==> config.mk <==
export PLATFORM = sky130hd
export DESIGN_NAME = mips_id_stage
export DESIGN_NICKNAME = d
export VERILOG_FILES = /design/src/rtl/mips_id_stage.sv
export SDC_FILE = /design/constraint.sdc
export NUM_CORES = 2
export LEC_CHECK = 0
export CORE_ASPECT_RATIO = 1.5
export CORE_UTILIZATION = 30
export CTS_CLUSTER_SIZE = 8
export DETAILED_ROUTE_END_ITERATION = 16
export PLACE_DENSITY_LB_ADDON = 0.08
export SYNTH_ARGS = -nofsm -noshare
export SYNTH_HDL_FRONTEND = slang
export SYNTH_SLANG_ARGS = --single-unit
==> constraint.sdc <==
create_clock -name clk -period 5.5 [get_ports clk]
set_clock_uncertainty 0.1 [all_clocks]
set_input_delay 0.825 -clock clk [delete_from_list [all_inputs] [get_ports clk]]
set_output_delay 0.825 -clock clk [all_outputs]
set_load 0.01 [all_outputs]
==> src/rtl/mips_id_stage.sv <==
// mips_id_stage: MIPS instruction decode stage.
//   Holds the IF/ID pipeline register, the main control decoder, a register file
//   with $0 tied to zero, immediate extension, and the registered ID/EX outputs.
// Ports:
//   clk, reset            single clock, synchronous active-high reset
//   i_valid/i_instruction/i_pc_plus4   instruction from fetch
//   i_stall, i_flush      hazard controls (flush wins over stall)
//   i_wb_we/i_wb_addr/i_wb_data        register file write port from writeback
//   o_*                   registered ID/EX payload and control signals for execute
module mips_id_stage #(
  parameter int unsigned DATA_W = 32,
  parameter int unsigned NREGS  = 32
) (
  input  logic              clk,
  input  logic              reset,
  input  logic              i_valid,
  input  logic [31:0]       i_instruction,
  input  logic [31:0]       i_pc_plus4,
  input  logic              i_stall,
  input  logic              i_flush,
  input  logic              i_wb_we,
  input  logic [4:0]        i_wb_addr,
  input  logic [DATA_W-1:0] i_wb_data,
  output logic              o_valid,
  output logic [31:0]       o_pc_plus4,
  output logic [DATA_W-1:0] o_rs_data,
  output logic [DATA_W-1:0] o_rt_data,
  output logic [DATA_W-1:0] o_imm,
  output logic [4:0]        o_rs,
  output logic [4:0]        o_rt,
  output logic [4:0]        o_rd,
  output logic [4:0]        o_shamt,
  output logic [5:0]        o_funct,
  output logic [25:0]       o_jaddr,
  output logic              o_reg_dst,
  output logic              o_alu_src,
  output logic              o_mem_to_reg,
  output logic              o_reg_write,
  output logic              o_mem_read,
  output logic              o_mem_write,
  output logic              o_branch,
  output logic              o_jump,
  output logic [2:0]        o_alu_op,
  output logic              o_illegal
);

  localparam int unsigned IMM_W = 16;

  localparam logic [5:0] OP_RTYPE = 6'b000000;
  localparam logic [5:0] OP_LW    = 6'b100011;
  localparam logic [5:0] OP_SW    = 6'b101011;
  localparam logic [5:0] OP_BEQ   = 6'b000100;
  localparam logic [5:0] OP_ADDI  = 6'b001000;
  localparam logic [5:0] OP_ANDI  = 6'b001100;
  localparam logic [5:0] OP_ORI   = 6'b001101;
  localparam logic [5:0] OP_SLTI  = 6'b001010;
  localparam logic [5:0] OP_J     = 6'b000010;

  localparam logic [2:0] ALU_ADD  = 3'b000;
  localparam logic [2:0] ALU_SUB  = 3'b001;
  localparam logic [2:0] ALU_FUNC = 3'b010;
  localparam logic [2:0] ALU_AND  = 3'b011;
  localparam logic [2:0] ALU_OR   = 3'b100;
  localparam logic [2:0] ALU_SLT  = 3'b101;

  typedef struct packed {
    logic              valid;
    logic [31:0]       pc_plus4;
    logic [DATA_W-1:0] rs_data;
    logic [DATA_W-1:0] rt_data;
    logic [DATA_W-1:0] imm;
    logic [4:0]        rs;
    logic [4:0]        rt;
    logic [4:0]        rd;
    logic [4:0]        shamt;
    logic [5:0]        funct;
    logic [25:0]       jaddr;
    logic              reg_dst;
    logic              alu_src;
    logic              mem_to_reg;
    logic              reg_write;
    logic              mem_read;
    logic              mem_write;
    logic              branch;
    logic              jump;
    logic [2:0]        alu_op;
    logic              illegal;
  } idex_t;

  logic [31:0]       ifid_instr_q, ifid_instr_d;
  logic [31:0]       ifid_pc_q,    ifid_pc_d;
  logic              ifid_valid_q, ifid_valid_d;
  idex_t             idex_q, idex_d, dec;
  logic [DATA_W-1:0] regs_q [NREGS];
  logic              wb_wr;
  logic [5:0]        opcode;
  logic [4:0]        f_rs, f_rt, f_rd;
  logic [DATA_W-1:0] rs_val, rt_val;

  assign wb_wr  = i_wb_we && (i_wb_addr != 5'd0);
  assign opcode = ifid_instr_q[31:26];
  assign f_rs   = ifid_instr_q[25:21];
  assign f_rt   = ifid_instr_q[20:16];
  assign f_rd   = ifid_instr_q[15:11];

  // IF/ID next state: flush clears, stall holds, otherwise capture fetch.
  always_comb begin
    ifid_instr_d = ifid_instr_q;
    ifid_pc_d    = ifid_pc_q;
    ifid_valid_d = ifid_valid_q;
    if (i_flush) begin
      ifid_instr_d = '0;
      ifid_pc_d    = '0;
      ifid_valid_d = 1'b0;
    end else if (!i_stall) begin
      ifid_instr_d = i_instruction;
      ifid_pc_d    = i_pc_plus4;
      ifid_valid_d = i_valid;
    end
  end

  always_ff @(posedge clk) begin
    if (reset) begin
      ifid_instr_q <= '0;
      ifid_pc_q    <= '0;
      ifid_valid_q <= 1'b0;
    end else begin
      ifid_instr_q <= ifid_instr_d;
      ifid_pc_q    <= ifid_pc_d;
      ifid_valid_q <= ifid_valid_d;
    end
  end

  // Register file; $0 is never written so it always reads as zero.
  always_ff @(posedge clk) begin
    if (reset) begin
      for (int unsigned i = 0; i < NREGS; i++) begin
        regs_q[i] <= '0;
      end
    end else if (wb_wr) begin
      regs_q[i_wb_addr] <= i_wb_data;
    end
  end

  // Write-through read: a writeback landing this cycle is seen by the decode.
  always_comb begin
    rs_val = regs_q[f_rs];
    rt_val = regs_q[f_rt];
    if (f_rs == 5'd0) begin
      rs_val = '0;
    end else if (wb_wr && (i_wb_addr == f_rs)) begin
      rs_val = i_wb_data;
    end
    if (f_rt == 5'd0) begin
      rt_val = '0;
    end else if (wb_wr && (i_wb_addr == f_rt)) begin
      rt_val = i_wb_data;
    end
  end

  // Main control decoder and field extraction for the instruction in IF/ID.
  always_comb begin
    dec          = '0;
    dec.valid    = 1'b1;
    dec.pc_plus4 = ifid_pc_q;
    dec.rs_data  = rs_val;
    dec.rt_data  = rt_val;
    dec.rs       = f_rs;
    dec.rt       = f_rt;
    dec.rd       = f_rd;
    dec.shamt    = ifid_instr_q[10:6];
    dec.funct    = ifid_instr_q[5:0];
    dec.jaddr    = ifid_instr_q[25:0];
    dec.imm      = {{(DATA_W-IMM_W){ifid_instr_q[15]}}, ifid_instr_q[15:0]};
    dec.alu_op   = ALU_ADD;
    case (opcode)
      OP_RTYPE: begin
        dec.reg_dst   = 1'b1;
        // rd=$0 writes are dropped anyway; keeping reg_write low makes NOP inert.
        dec.reg_write = (f_rd != 5'd0);
        dec.alu_op    = ALU_FUNC;
      end
      OP_LW: begin
        dec.alu_src    = 1'b1;
        dec.mem_to_reg = 1'b1;
        dec.reg_write  = 1'b1;
        dec.mem_read   = 1'b1;
      end
      OP_SW: begin
        dec.alu_src   = 1'b1;
        dec.mem_write = 1'b1;
      end
      OP_BEQ: begin
        dec.branch = 1'b1;
        dec.alu_op = ALU_SUB;
      end
      OP_ADDI: begin
        dec.alu_src   = 1'b1;
        dec.reg_write = 1'b1;
      end
      OP_ANDI: begin
        dec.alu_src   = 1'b1;
        dec.reg_write = 1'b1;
        dec.alu_op    = ALU_AND;
        dec.imm       = {{(DATA_W-IMM_W){1'b0}}, ifid_instr_q[15:0]};
      end
      OP_ORI: begin
        dec.alu_src   = 1'b1;
        dec.reg_write = 1'b1;
        dec.alu_op    = ALU_OR;
        dec.imm       = {{(DATA_W-IMM_W){1'b0}}, ifid_instr_q[15:0]};
      end
      OP_SLTI: begin
        dec.alu_src   = 1'b1;
        dec.reg_write = 1'b1;
        dec.alu_op    = ALU_SLT;
      end
      OP_J: begin
        dec.jump = 1'b1;
      end
      default: begin
        dec.illegal = 1'b1;
      end
    endcase
  end

  // ID/EX: bubble (all zero) on stall, flush, or an empty IF/ID.
  always_comb begin
    idex_d = dec;
    if (i_stall || i_flush || !ifid_valid_q) begin
      idex_d = '0;
    end
  end

  always_ff @(posedge clk) begin
    if (reset) begin
      idex_q <= '0;
    end else begin
      idex_q <= idex_d;
    end
  end

  assign o_valid      = idex_q.valid;
  assign o_pc_plus4   = idex_q.pc_plus4;
  assign o_rs_data    = idex_q.rs_data;
  assign o_rt_data    = idex_q.rt_data;
  assign o_imm        = idex_q.imm;
  assign o_rs         = idex_q.rs;
  assign o_rt         = idex_q.rt;
  assign o_rd         = idex_q.rd;
  assign o_shamt      = idex_q.shamt;
  assign o_funct      = idex_q.funct;
  assign o_jaddr      = idex_q.jaddr;
  assign o_reg_dst    = idex_q.reg_dst;
  assign o_alu_src    = idex_q.alu_src;
  assign o_mem_to_reg = idex_q.mem_to_reg;
  assign o_reg_write  = idex_q.reg_write;
  assign o_mem_read   = idex_q.mem_read;
  assign o_mem_write  = idex_q.mem_write;
  assign o_branch     = idex_q.branch;
  assign o_jump       = idex_q.jump;
  assign o_alu_op     = idex_q.alu_op;
  assign o_illegal    = idex_q.illegal;

endmodule

# Word level (Yosys, flattened, before mapping)

Memories as Yosys holds them, arrays and structs flattened. A register that Yosys moved wholly into a read port is not among the register bits.
Index checks and enable logic that the tools add are counted.

Memory bits (writable): 1024
Memories kept: 1
Bits of input ports: 107
Output and inout bits: 193
Flip-flop bits (word level): 242
Word-level logic and storage cells: 83

Memory list:

| name   | words | width | rd ports | clocked after memory_dff | wr ports | RTL line | source |
|---|---|---|---|---|---|---|---|
| regs_q | 32    | 32    | 2        | 2                        | 32       | 94       | `logic [DATA_W-1:0] regs_q [NREGS];` |

Reductions and logical operators: 21
Multiplexer cells: 27
Equal/unequal tests: 10

Operator list:

| operator                                            | number |
|---|---|
| 2-to-1 mux 193 bit                                  | 1 |
| 2-to-1 mux 32 bit                                   | 6 |
| OR reduction 32 bit                                 | 1 |
| 2-to-1 mux 5 bit                                    | 5 |
| equality test 6 x 4 -> 1 bit, second input constant | 4 |
| one-hot mux 3 bit (5 select lines)                  | 1 |
| 2-to-1 mux 1 bit                                    | 13 |
| equality test 6 bit, second input constant          | 2 |
| equality test 5 bit                                 | 2 |
| logical NOT 5 bit                                   | 2 |
| nonzero test 5 bit                                  | 2 |
| OR reduction 9 bit                                  | 1 |
| equality test 6 x 2 -> 1 bit, second input constant | 1 |
| equality test 6 x 3 -> 1 bit, second input constant | 1 |
| logical NOT 6 bit                                   | 1 |
| OR reduction 2 bit                                  | 3 |
| OR reduction 3 bit                                  | 2 |
| OR reduction 6 bit                                  | 1 |
| OR reduction 5 bit                                  | 1 |
| OR reduction 4 bit                                  | 1 |
| logical AND 1 bit                                   | 3 |
| logical OR 1 bit                                    | 2 |
| one-hot mux 1 bit (2 select lines)                  | 1 |
| logical NOT 1 bit                                   | 1 |

# Depth between registers and ports, before layout

Depth after elaboration: 7
Mapped depth: 10
Depth with buffers taken out: 7

# Least setup slack after synthesis

Ideal clock, no wire load.

Kind: in2reg
Start point: input i_wb_addr[3]
End point: memory regs_q[24][0] (enable)
Setup time: 0.330 ns
Slack: 2.774 ns
Arrival: 2.296 ns
Data required time: 5.070 ns
Buffers on the path: 2
Cell stages on the path: 6
Cell sequence: buf_2 > or3_4 > nand4bb_1 > clkbuf_1 > nor2_1 > or2_2

RTL lines:

| item               | RTL line | source |
|---|---|---|
| start: declaration | 22       | `input logic [4:0] i_wb_addr,` |
| end: declaration   | 94       |  |

==> flow_summary.yaml <==
die:
  io_pins: 300
  dieArea_mm2: 0.213
  rows: 206
  core_region_area_mm2: 0.210
  dieWidth_um: 377
  die_y_um: 565
  start_util_pct: 30.2
clock_network:
  post_cts_buffers: 0
  numCtsBuffers: 180
  clock_latency_ns: 0.83
  clock_sinks: 1234
  cts_tree: "done"
  htreeDepth: 4
  path_clk_slew_ns: 0.06
  cts_buffer_depth: 4
  cts-root-buf: "clkbuf_16"
  cts_hold_buffers: 0
  cts_resized: 0
placement:
  place_area_mm2: 0.0693
  dp_hpwl_um: 171000
  port_buffers: 299
  place.gp.congestion: 0.827
  dp.cells: 7552
power_and_ir_drop:
  p_per_area_mw_per_mm2: 315
  p_leak_nw: 24.4
  vdd_drop_max_uv: 224
timing:
  slew_violations: 0
  finalCritPeriodShare_pct: 69.8
  finalHoldViolations: 0
  finalSetupViolCount: 0
  relSlewSlack_pct: 5.95
  rsz0062_at_grt: "false"
  min_period_ns: 3.84
  timing.fmax_mhz: 261
  worst_pin_slew_ns: 1.41
  fin_setup_tns_ns: 0
routing:
  dr.first_iter.drc_count: 3594
  drc: 0
  vias_per_cell: 5.46
  dr.pass1.iters: 8
  vias: 42900
  wl_per_cell_um: 35.0
  drt_wl_total_um: 275000
  ant_nets: 0
worst_setup_path:
  path_cells: "buf_4 > nor2_4 > buf_4 > a221oi_1 > o311ai_1 > a31oi_1"
  cp.required_ns: 6.03
  crit_fanout: 29
  critPathLaunchType: "register"
  cpPeakStageDelay_ns: 1.20
  cp_slowest_cell: "o311ai_1"
  critPathKind: "register to register"
  cp-end-kind: "register"
  crit_arrival_ns: 4.37
  critPathMostFrequentCell: "buf_4"
hold_path:
  hold_path_class: "register to register"
yosys:
  yosysSeqAreaShare_pct: 55.2
  ys_ff_latch: 1234
  async_flop_share_pct: 0
  yosys.area.top_type: "edfxtp_1"
  synthTopCellsByCount: "and2_1 (1054), edfxtp_1 (1024), mux2i_1 (529)"
  syn-cell-area_mm2: 0.0633
  dominantRegCellSynth: "edfxtp_1"
  synthDistinctLibCells: 81
  synth_edf_count: 1024
  ys_warn_count: 0
  avgSynthCellArea_um2: 13.4
  synthCells: 4731
  ys_top_cells_by_area: "edfxtp_1 (49%), and2_1 (10%), mux4_2 (9.3%)"
  yosysMostFrequentCell: "and2_1"
  synth_top_area_share_pct: 48.6
global_route:
  grt_pass1_vias: 44000
  grt_overflow_total: 0
  antenna_found_initial: 28
  grt_pass1_wl_um: 373000
  grt_use_total_pct: 25.4
  grt_max_degree: 66
status:
  outcome: "complete, no violations"
cells_and_area:
  stdcell_count: 7856
  area_growth_pct: 17.5
  final_area_mm2: 0.0744
  layout-drive-gt1-share_pct: 16.1
  final_util_pct: 35.4
  nNetsFinal: 5033
run:
  maxCapViolCount: 0
==> area by class of cell <==
class	count	area (um2)
multi-input combinational	2988	25800
fill	20400	135000
timing repair buffer	512	4960
inverter	10	56.3
tap	2808	3510
antenna	8	20.0
clock inverter	3	33.8
sequential	1234	35000
clock buffer	293	5020
==> critical path, delay by kind of cell, from the launching register on <==
family                 cells  cell delay (ns)
AO/OA/AOI/OAI              3             1.55
flip-flops                 1             0.50
buffers and inverters      2             0.64
AND/OR/NAND/NOR            1             0.79
==> stage by stage <==
step           worst slack, ns  hold WS, ns  total power, mW
2_1_floorplan             2.77        0.330             12.1
3_3_place_gp              1.38        0.337             13.1
3_5_place_dp              1.36        0.344             13.2
4_1_cts                   1.76        0.351             23.6
5_1_grt                   1.62        0.364             24.1
6_report                  1.66        0.347             23.4
==> kinds of logic after synthesis <==
kind of cell           count (synthesis)  share of synthesized area (%)
AND/OR/NAND/NOR                     1532                           14.2
flip-flops                          1234                           55.2
multiplexers                         821                           18.6
AO/OA/AOI/OAI                        592                           7.05
buffers and inverters                540                           4.80
XOR/XNOR                              11                          0.152
other                                  1                        0.00592
==> cell usage in the layout, fill, tap and decap left out, types with 9 or more instances in the layout <==
cell                n
clkbuf_1          108
nand4_1            22
and2_1           1052
o22ai_1            17
a211oi_1           14
a221o_1            21
buf_12             33
nand3_1            41
clkdlybuf4s50_1   289
o32a_1             21
xor2_1             11
nor3_1             41
clkbuf_16         184
a31oi_1            29
o311ai_0           12
o31ai_1            14
mux4_2            261
or2_2              38
nand2b_1           46
o21ai_0            78
a221oi_1          186
buf_4             182
edfxtp_1         1024
mux4_1             17
dfxtp_1           200
a22oi_1            12
a21o_1             26
nor2_1            108
mux2_2             14
mux2i_1           529
conb_1             32
nand2_1            81
nor2_4             35
and3_1             22
a21oi_1            83
nand3b_1            9
==> where the power goes <==
group / switching, mW / internal (mW) / total [mW]
logic: 1.37 / 0.776 / 2.15
registers: 0.274 / 10.6 / 10.8
clock network: 4.29 / 6.15 / 10.4
==> registers in the layout (all words and copies together) (netlist names), 2 cells and up, named ones only <==
name / cells
regs_q: 1024
ifid_instr_q: 32
ifid_pc_q: 32
o_pc_plus4: 32
o_rs_data: 32
o_rt_data: 32
o_imm: 16
o_rs: 5
o_rt: 4
o_alu_op: 3
o_jaddr: 2
==> metal layers <==
metal  wire [um]  global-route usage (%)  up-vias
li1            -                       -    18200
met1      112000                    31.6    22700
met2      137000                    44.4     1657
met3       16900                    4.45      404
met4        8200                    7.98       12
met5          84                       0        -
==> final timing paths <==
check                     start             end  slack, ns  cells past startpoint
setup / recovery       register    o_rt_data[5]       1.66                      6
hold / removal    ifid_pc_q[30]  o_pc_plus4[30]       0.35                      1
setup reg to reg       register    o_rt_data[5]       1.66                      6
hold reg to reg   ifid_pc_q[30]  o_pc_plus4[30]       0.35                      1
Note: power is estimated with default switching activity, not from simulation.
